`src/rtl/weight_feeder_pkg.sv`:
```
// Shared NPU definitions for the weight feeder: kernel geometry defaults,
// weight width, shift-counter width and the feeder state encoding.
package weight_feeder_pkg;

   localparam int unsigned KH_DEFAULT = 3;   // kernel rows, bytes per column word
   localparam int unsigned KW_DEFAULT = 3;   // kernel columns, words per kernel
   localparam int unsigned WEIGHT_W   = 8;   // one weight byte
   localparam int unsigned CNT_W      = 8;   // rotation counter width

   typedef enum logic [2:0] {
      StIdle,
      StClear,
      StFetch,
      StDrain,
      StStream
   } fsm_state_e;

endpackage

```
`src/rtl/weight_feeder.sv`:
```
// Weight feeder: clears the circular weight register, fetches one kernel
// (K_W column words) from weight memory into it, then serves a fixed number
// of rotation requests from the compute side before returning to idle.
module weight_feeder
   import weight_feeder_pkg::*;
#(
   parameter int unsigned K_H    = KH_DEFAULT,
   parameter int unsigned K_W    = KW_DEFAULT,
   parameter int unsigned ADDR_W = 10
) (
   input  logic                  clk,
   input  logic                  rst_n,
   input  logic                  start,
   input  logic                  abort,
   input  logic [ADDR_W-1:0]     base_addr,
   input  logic [CNT_W-1:0]      num_shifts,
   output logic                  mem_rd_en,
   output logic [ADDR_W-1:0]     mem_addr,
   input  logic [WEIGHT_W*K_H-1:0] mem_rdata,
   output logic                  w_clear,
   output logic                  w_load_en,
   output logic [WEIGHT_W-1:0]   w_in_data [K_H],
   output logic                  w_shift,
   input  logic                  shift_req,
   output logic                  weights_valid,
   output logic                  busy,
   output logic                  done
);

   localparam int unsigned IdxW = $clog2(K_W + 1);

   fsm_state_e        state_q, state_d;
   logic [ADDR_W-1:0] base_q, base_d;
   logic [CNT_W-1:0]  num_q, num_d;
   logic [IdxW-1:0]   idx_q, idx_d;     // column index of the current read
   logic [CNT_W-1:0]  cnt_q, cnt_d;     // rotations served so far
   logic              load_q, load_d;   // read issued last cycle -> load now
   logic              shift_q, shift_d;
   logic              clr_q, clr_d;     // clear pulse following an abort
   logic              done_q, done_d;

   // State and datapath registers with synchronous active-low reset
   always_ff @(posedge clk) begin
      if (!rst_n) begin
         state_q <= StIdle;
         base_q  <= '0;
         num_q   <= '0;
         idx_q   <= '0;
         cnt_q   <= '0;
         load_q  <= 1'b0;
         shift_q <= 1'b0;
         clr_q   <= 1'b0;
         done_q  <= 1'b0;
      end else begin
         state_q <= state_d;
         base_q  <= base_d;
         num_q   <= num_d;
         idx_q   <= idx_d;
         cnt_q   <= cnt_d;
         load_q  <= load_d;
         shift_q <= shift_d;
         clr_q   <= clr_d;
         done_q  <= done_d;
      end
   end

   // Next-state logic; abort overrides every transition
   always_comb begin
      state_d = state_q;
      base_d  = base_q;
      num_d   = num_q;
      idx_d   = idx_q;
      cnt_d   = cnt_q;
      shift_d = 1'b0;
      clr_d   = 1'b0;
      done_d  = 1'b0;
      // An aborted read must never turn into a load
      load_d  = mem_rd_en && !abort;

      if (abort) begin
         state_d = StIdle;
         clr_d   = 1'b1;
      end else begin
         unique case (state_q)
            StIdle: begin
               if (start) begin
                  state_d = StClear;
                  base_d  = base_addr;
                  num_d   = num_shifts;
                  idx_d   = '0;
                  cnt_d   = '0;
               end
            end
            StClear: begin
               state_d = (K_W > 1) ? StFetch : StDrain;
               idx_d   = IdxW'(1);
            end
            StFetch: begin
               if (idx_q == IdxW'(K_W - 1)) begin
                  state_d = StDrain;
               end else begin
                  idx_d = idx_q + 1'b1;
               end
            end
            StDrain: begin
               state_d = StStream;
               // Zero rotations: completion coincides with the first stream cycle
               done_d  = (num_q == '0);
            end
            StStream: begin
               if (cnt_q == num_q) begin
                  state_d = StIdle;
                  done_d  = (num_q != '0);
               end else if (shift_req) begin
                  shift_d = 1'b1;
                  cnt_d   = cnt_q + 1'b1;
               end
            end
            default: state_d = StIdle;
         endcase
      end
   end

   // Moore outputs decoded from the registered state
   always_comb begin
      mem_rd_en     = (state_q == StClear) || (state_q == StFetch);
      mem_addr      = mem_rd_en ? base_q + ADDR_W'(idx_q) : '0;
      w_clear       = (state_q == StClear) || clr_q;
      w_load_en     = load_q;
      w_shift       = shift_q;
      weights_valid = (state_q == StStream);
      busy          = (state_q != StIdle);
      done          = done_q;
   end

   // Column bytes pass straight from memory to the weight register
   always_comb begin
      for (int r = 0; r < K_H; r++) begin
         w_in_data[r] = mem_rdata[WEIGHT_W*r +: WEIGHT_W];
      end
   end

endmodule

```
`config.mk`:
```
export PLATFORM = sky130hd
export DESIGN_NAME = weight_feeder
export DESIGN_NICKNAME = d
export VERILOG_FILES = /design/src/rtl/weight_feeder_pkg.sv /design/src/rtl/weight_feeder.sv
export SDC_FILE = /design/constraint.sdc
export NUM_CORES = 1
export LEC_CHECK = 0
export CAP_MARGIN = 10
export CORE_ASPECT_RATIO = 1.5
export CORE_MARGIN = 1.5
export CORE_UTILIZATION = 38
export DETAILED_ROUTE_END_ITERATION = 10
export GPL_TIMING_DRIVEN = 1
export PLACE_DENSITY = 0.82
export SYNTH_ARGS = -nofsm -noshare
export SYNTH_HDL_FRONTEND = slang
export SYNTH_SLANG_ARGS = --single-unit
```
`constraint.sdc`:
```
create_clock -name clk -period 1.7 [get_ports clk]
set_input_delay 0.425 -clock clk [delete_from_list [all_inputs] [get_ports clk]]
set_output_delay 0.425 -clock clk [all_outputs]
set_load 0.02 [all_outputs]
```
==> Word level (Yosys, flattened, before mapping) <==
Index checks and enable logic that the tools add are counted.
{ "op_classes": {"n_addsub": 3, "n_bitwise": 3, "muxes": 16, "reduce_logical": 16, "n_eq_ne": 12} }
{ "ops": {"columns": ["operator", "n"], "rows": [
  ["8-bit two-way mux", 3],
  ["8-bit case mux with 2 select lines", 1],
  ["3-bit case mux with 5 select lines", 1],
  ["10-bit by 2-bit adder with 10-bit output", 1],
  ["10-bit two-way mux", 1],
  ["2-bit != test, second input constant", 5],
  ["3-bit two-way mux", 3],
  ["8-bit by 1-bit adder with 8-bit output, second input constant", 1],
  ["8-bit equality test", 1],
  ["8-bit zero test", 1],
  ["8-bit nonzero test", 1],
  ["3-bit by 2-bit equality test with 1-bit output, second input constant", 2],
  ["2-bit case mux with 3 select lines", 1],
  ["3-bit AND reduction", 2],
  ["3-bit nonzero test", 2],
  ["5-bit AND reduction", 1],
  ["2-bit two-way mux", 2],
  ["4-bit AND reduction", 1],
  ["4-bit OR reduction", 1],
  ["3-bit by 1-bit equality test with 1-bit output, second input constant", 1],
  ["3-bit equality test, second input constant", 1],
  ["3-bit zero test", 1],
  ["1-bit two-way mux", 3],
  ["1-bit NOT", 3],
  ["9 further kinds", 10]
]} }
{ "totals": {"ff_bits": 35, "in_bits": 47, "elab_cells": 59, "output_inout_bits": 41} }

==> Logic depth before layout (Yosys ltp) <==
{ "logic_depth": {"depth_word": 4, "mapped_depth": 7, "ltp_nobuf": 6} }

==> Worst setup path before layout <==
Ideal clock, no wire load.
{ "synth_path": {"path_type": "register -> output", "start": "reg idx_q[0]", "end": "out mem_addr[8]", "path_slack_ps": -311, "arrival_ps": 1586, "stages_incl_launch_ff": 6, "path_cell_list": "dfxtp_1 -> ha_1 -> fa_1 -> nand4_1 -> or3_1 -> a21oi_1"} }
{ "synth_via": {"elab_chain_cells": 2} }
{ "synth_lines": {"columns": ["element", "line", "rtl"], "rows": [
  ["start, declared", "weight_feeder.sv:35", "logic [IdxW-1:0] idx_q, idx_d;"],
  ["start signal, assigned", "weight_feeder.sv:58", "idx_q <= idx_d;"],
  ["10-bit by 2-bit adder with 10-bit output", "weight_feeder.sv:127", "mem_addr = mem_rd_en ? base_q + ADDR_W'(idx_q) : '0;"],
  ["10-bit two-way mux", "weight_feeder.sv:127", null],
  ["end, declared", "weight_feeder.sv:18", "output logic [ADDR_W-1:0] mem_addr,"]
]} }
No other way between the ends.

==> Final worst setup path <==
{ "layout_path": {"start": "reg base_q[0]", "end": "out mem_addr[8]"} }
{ "layout_via": {"elab_chain_cells": 2} }
{ "layout_lines": {"columns": ["element", "line", "rtl"], "rows": [
  ["start, declared", "weight_feeder.sv:33", "logic [ADDR_W-1:0] base_q, base_d;"],
  ["start signal, assigned", "weight_feeder.sv:56", "base_q <= base_d;"],
  ["10-bit by 2-bit adder with 10-bit output", "weight_feeder.sv:127", null],
  ["10-bit two-way mux", "weight_feeder.sv:127", null]
]} }
No other way between the ends.

==> results.md <==
- Antenna-violating nets left: 0
- Average size of a mapped cell: 7.89 sq um
- Ys flop type: dfxtp_1
- Worst Path Max Fanout: 3
- Clock power share: 31.0%
- Number of global-route vias before repair: 2148
- Top cell type by total area after synthesis: dfxtp_1
- Count of cell types in the netlist: 40
- Top cell type's share of synthesized area: 34.7%
- Number of flops mapped to enable cells by yosys: 0
- Logic pwr share: 24.7%
- Ports: 88
- Root buf cell: clkbuf_8
- Worst Skew: 0.00255 ns
- Fmax: 445 MHz
- Final Cycle Share: 132%
- CTS max path bufs: 2
- Total Wirelength: approximately 8 mm
- Pwr Density: 567 nW/um^2
- Vias per std cell: 5.73
- Reg2Reg Setup Slack: -0.16 ns
- Commonest cells in the netlist: nand2_1, dfxtp_1, buf_4
- Gr ovfl total: 0
- P_sw: 0.591 mW
- Failing checks: setup timing
- Core area: between 5000 and 6000 sq um
- Worst slew pin tran: 0.385 ns
- Synth Cell Area: ~2000 sq um
- Hold Slack: 0.491 ns
- Unrepaired setup endpoints after global routing: yes
- Detail Placement HPWL: roughly 3.9 mm
- Worst IR Drop VDD: roughly 450 uV
- Met2 WL: roughly 4.2 mm
- Outcome: finished with violations
- WS Path Type: register to output port
- FF-to-FF path depth: 4
- Area delta synth->final: 70.5%
- Worst Path Required: around 1.3 ns
- CP Capture Type: output port
- Max-cap violations: 0
- DRT Pass-1 Iters: 4
- GR Util All Layers: 21.6%
- Crit path launch type: register
- First-pass GRT wire length: 9.76 mm
- Fillcell total: 346
- Clk sink count: 35
- Design Area, Final: 3440 sq um
- Final setup TNS: -5.98 ns
- Initial antenna violation count: 0
- Final Hold Fails: 0
- GP Congestion: 0.824
- Largest cells by area after synthesis: dfxtp_1, buf_4, nand2_1
- Num CTS Buffers: 5
- Register area share after synthesis: between 30% and 40%
- Vias: 2285
- Leakage power: 1.38 nW
- I/O Buffers: 39
- # rows: 32
- Die Footprint: 5770 sq um
- Initial Util: 39.4%
- Clk slew on worst S/H paths: 0.07 ns
- # setup viols final: 37
- Met1 Wirelength: 2.64 mm
- Worst reg2reg endpoint: cnt_q[5]
- Antenna fix cells: 0
- Hold path depth: 2
- Seq cells post-synth: 35
- Sink of the worst hold path: base_q[9]
- Initial drt markers: about 120
- Seq pwr share: 44.2%
- Highest Signal Layer: met4
- Worst min-delay path startpoint: base_q[9]
- Min-Delay Path Class: register to register
- Syn Inst Count: 256
- Switching Fraction: 30.3%
- Level count of the clock H-tree: 2
- Share of cells above drive strength 1: 54.7%
- Fin cells: 399
- Fraction of registers with async set/reset: 0%
- Largest net degree at the start of global routing: 19
- Syn. warnings: 0
- Die span in y: 92.3 um
- Clock latency on the worst-skew pair: 0.30 ns
- Placed cell area: 2670 sq um
- CTS tree: done
- Die W: roughly 63 um
- Most common cell in the synthesized netlist: nand2_1
- Internal power: 1.36 mW
- Tmin final: 2.25 ns
- Slew Limit Fails: 0
- Syn_nets: slightly above 300
- CP Data Arrival Time: between 1.5 and 2 ns
- Final nets: 382
- WL per Instance: between 15 and 20 um
- RR Startpoint: state_q[0]
- Routed met3 length: 525 um
- Relative slew slack: 74.0%
- DP Cell Count: 366
- DRC violation count after routing: 0
- Final setup margin: -0.545 ns
## layout make-up
| type | instances | area (sq um) | share of cell area [%] |
|---|---|---|---|
| clock inverters | 2 | 12.5 | 0.363 |
| inverters | 6 | 25.0 | 0.726 |
| well taps | 68 | 85.1 | 2.47 |
| clock buffers | 6 | 72.6 | 2.11 |
| multi-input cells | 181 | 1550 | 44.9 |
| flip-flops and latches | 35 | 722 | 21.0 |
| repair buffers | 101 | 981 | 28.5 |
## layer usage
| layer | global-route usage (%) | vias up |
|---|---|---|
| li1 | - | 1008 |
| met4 | 13.0 | 0 |
| met2 | 42.8 | 145 |
| met1 | 19.7 | 1083 |
| met3 | 4.37 | 49 |
| met5 | 0 | - |
## flip-flops by register name, indices dropped and copies added, names as in the netlist
| signal | count |
|---|---|
| num_q | 8 |
| w_shift | 1 |
| clr_q | 1 |
| state_q | 3 |
| idx_q | 2 |
| w_load_en | 1 |
| cnt_q | 8 |
| done | 1 |
| base_q | 10 |
## power groups by stage
stage | sequential [mW] | clock [mW] | combinational (mW)
floorplan | 0.882 | 0 | 0.241
global route | 0.865 | 0.645 | 0.509
global placement | 0.879 | 0 | 0.305
CTS | 0.861 | 0.594 | 0.366
finish | 0.863 | 0.606 | 0.483
detailed placement | 0.881 | 0 | 0.311
## stage by stage
step | power (mW) | worst slack, ns | util, %
floorplan | 1.12 | -0.159 | -
global placement | 1.18 | -0.708 | 52.1
detailed placement | 1.19 | -0.768 | 52.1
CTS | 1.82 | -0.518 | 59.6
global route | 2.02 | -0.601 | 67.2
finish | 1.95 | -0.545 | 67.2
## repair_timing
action	4_1_cts	5_1_grt
gates resized for setup	130	73
gates cloned	3	3
setup endpoints to repair	39	41
hold buffers	0	0
pin swaps	25	56
buffers inserted	10	10
## worst max-delay path, stage by stage (launching register included)
cell	delay, ns
dfxtp_2	0.36
ha_4	0.14
fa_2	0.19
nand4_1	0.15
or3_4	0.42
a21oi_4	0.13
buf_6	0.13
## worst max path at each step
stage	start	to	slack, ns	cells after the start
after floorplan	idx_q[0]	mem_addr[8]	-0.16	5
after global routing	base_q[0]	mem_addr[8]	-0.60	6
after CTS	base_q[0]	mem_addr[8]	-0.52	6
final	base_q[0]	mem_addr[8]	-0.55	6
after global placement	base_q[0]	mem_addr[8]	-0.71	6
after detailed placement	base_q[0]	mem_addr[8]	-0.77	6
## cell usage in the layout, fill, tap and decap left out, types with 3 or more instances in the layout
master           count
inv_1                4
a31oi_1              5
buf_6               25
buf_4               46
and2_4               3
nand2_4             13
nand3_1              9
nand4_1              4
dfxtp_1             26
or3b_4               4
a21oi_1              4
nor4_1               4
a21oi_2             18
xor2_1               8
mux2i_1              5
nand2_1             26
o211ai_1             4
clkbuf_8             5
nand2_2             10
nor2_4               7
dfxtp_4              4
dlygate4sd2_1        3
nor2_1               7
dfxtp_2              5
clkdlybuf4s50_1     21
or2_2                3
## kinds of logic (layout without fill, tap and decap cells)
kind of cell / count (synthesis) / count (layout) / synth area share [%]
AOI/OAI and AO/OA: 39 / 39 / 11.1
xor gates and xnor gates: 15 / 15 / 6.50
adders and majority gates: 5 / 5 / 3.47
buffers and inverters: 43 / 115 / 13.6
DFF: 35 / 35 / 34.7
muxes: 5 / 5 / 2.48
and+or+nand+nor: 114 / 117 / 28.2
Power figures use the tool's default switching activity.
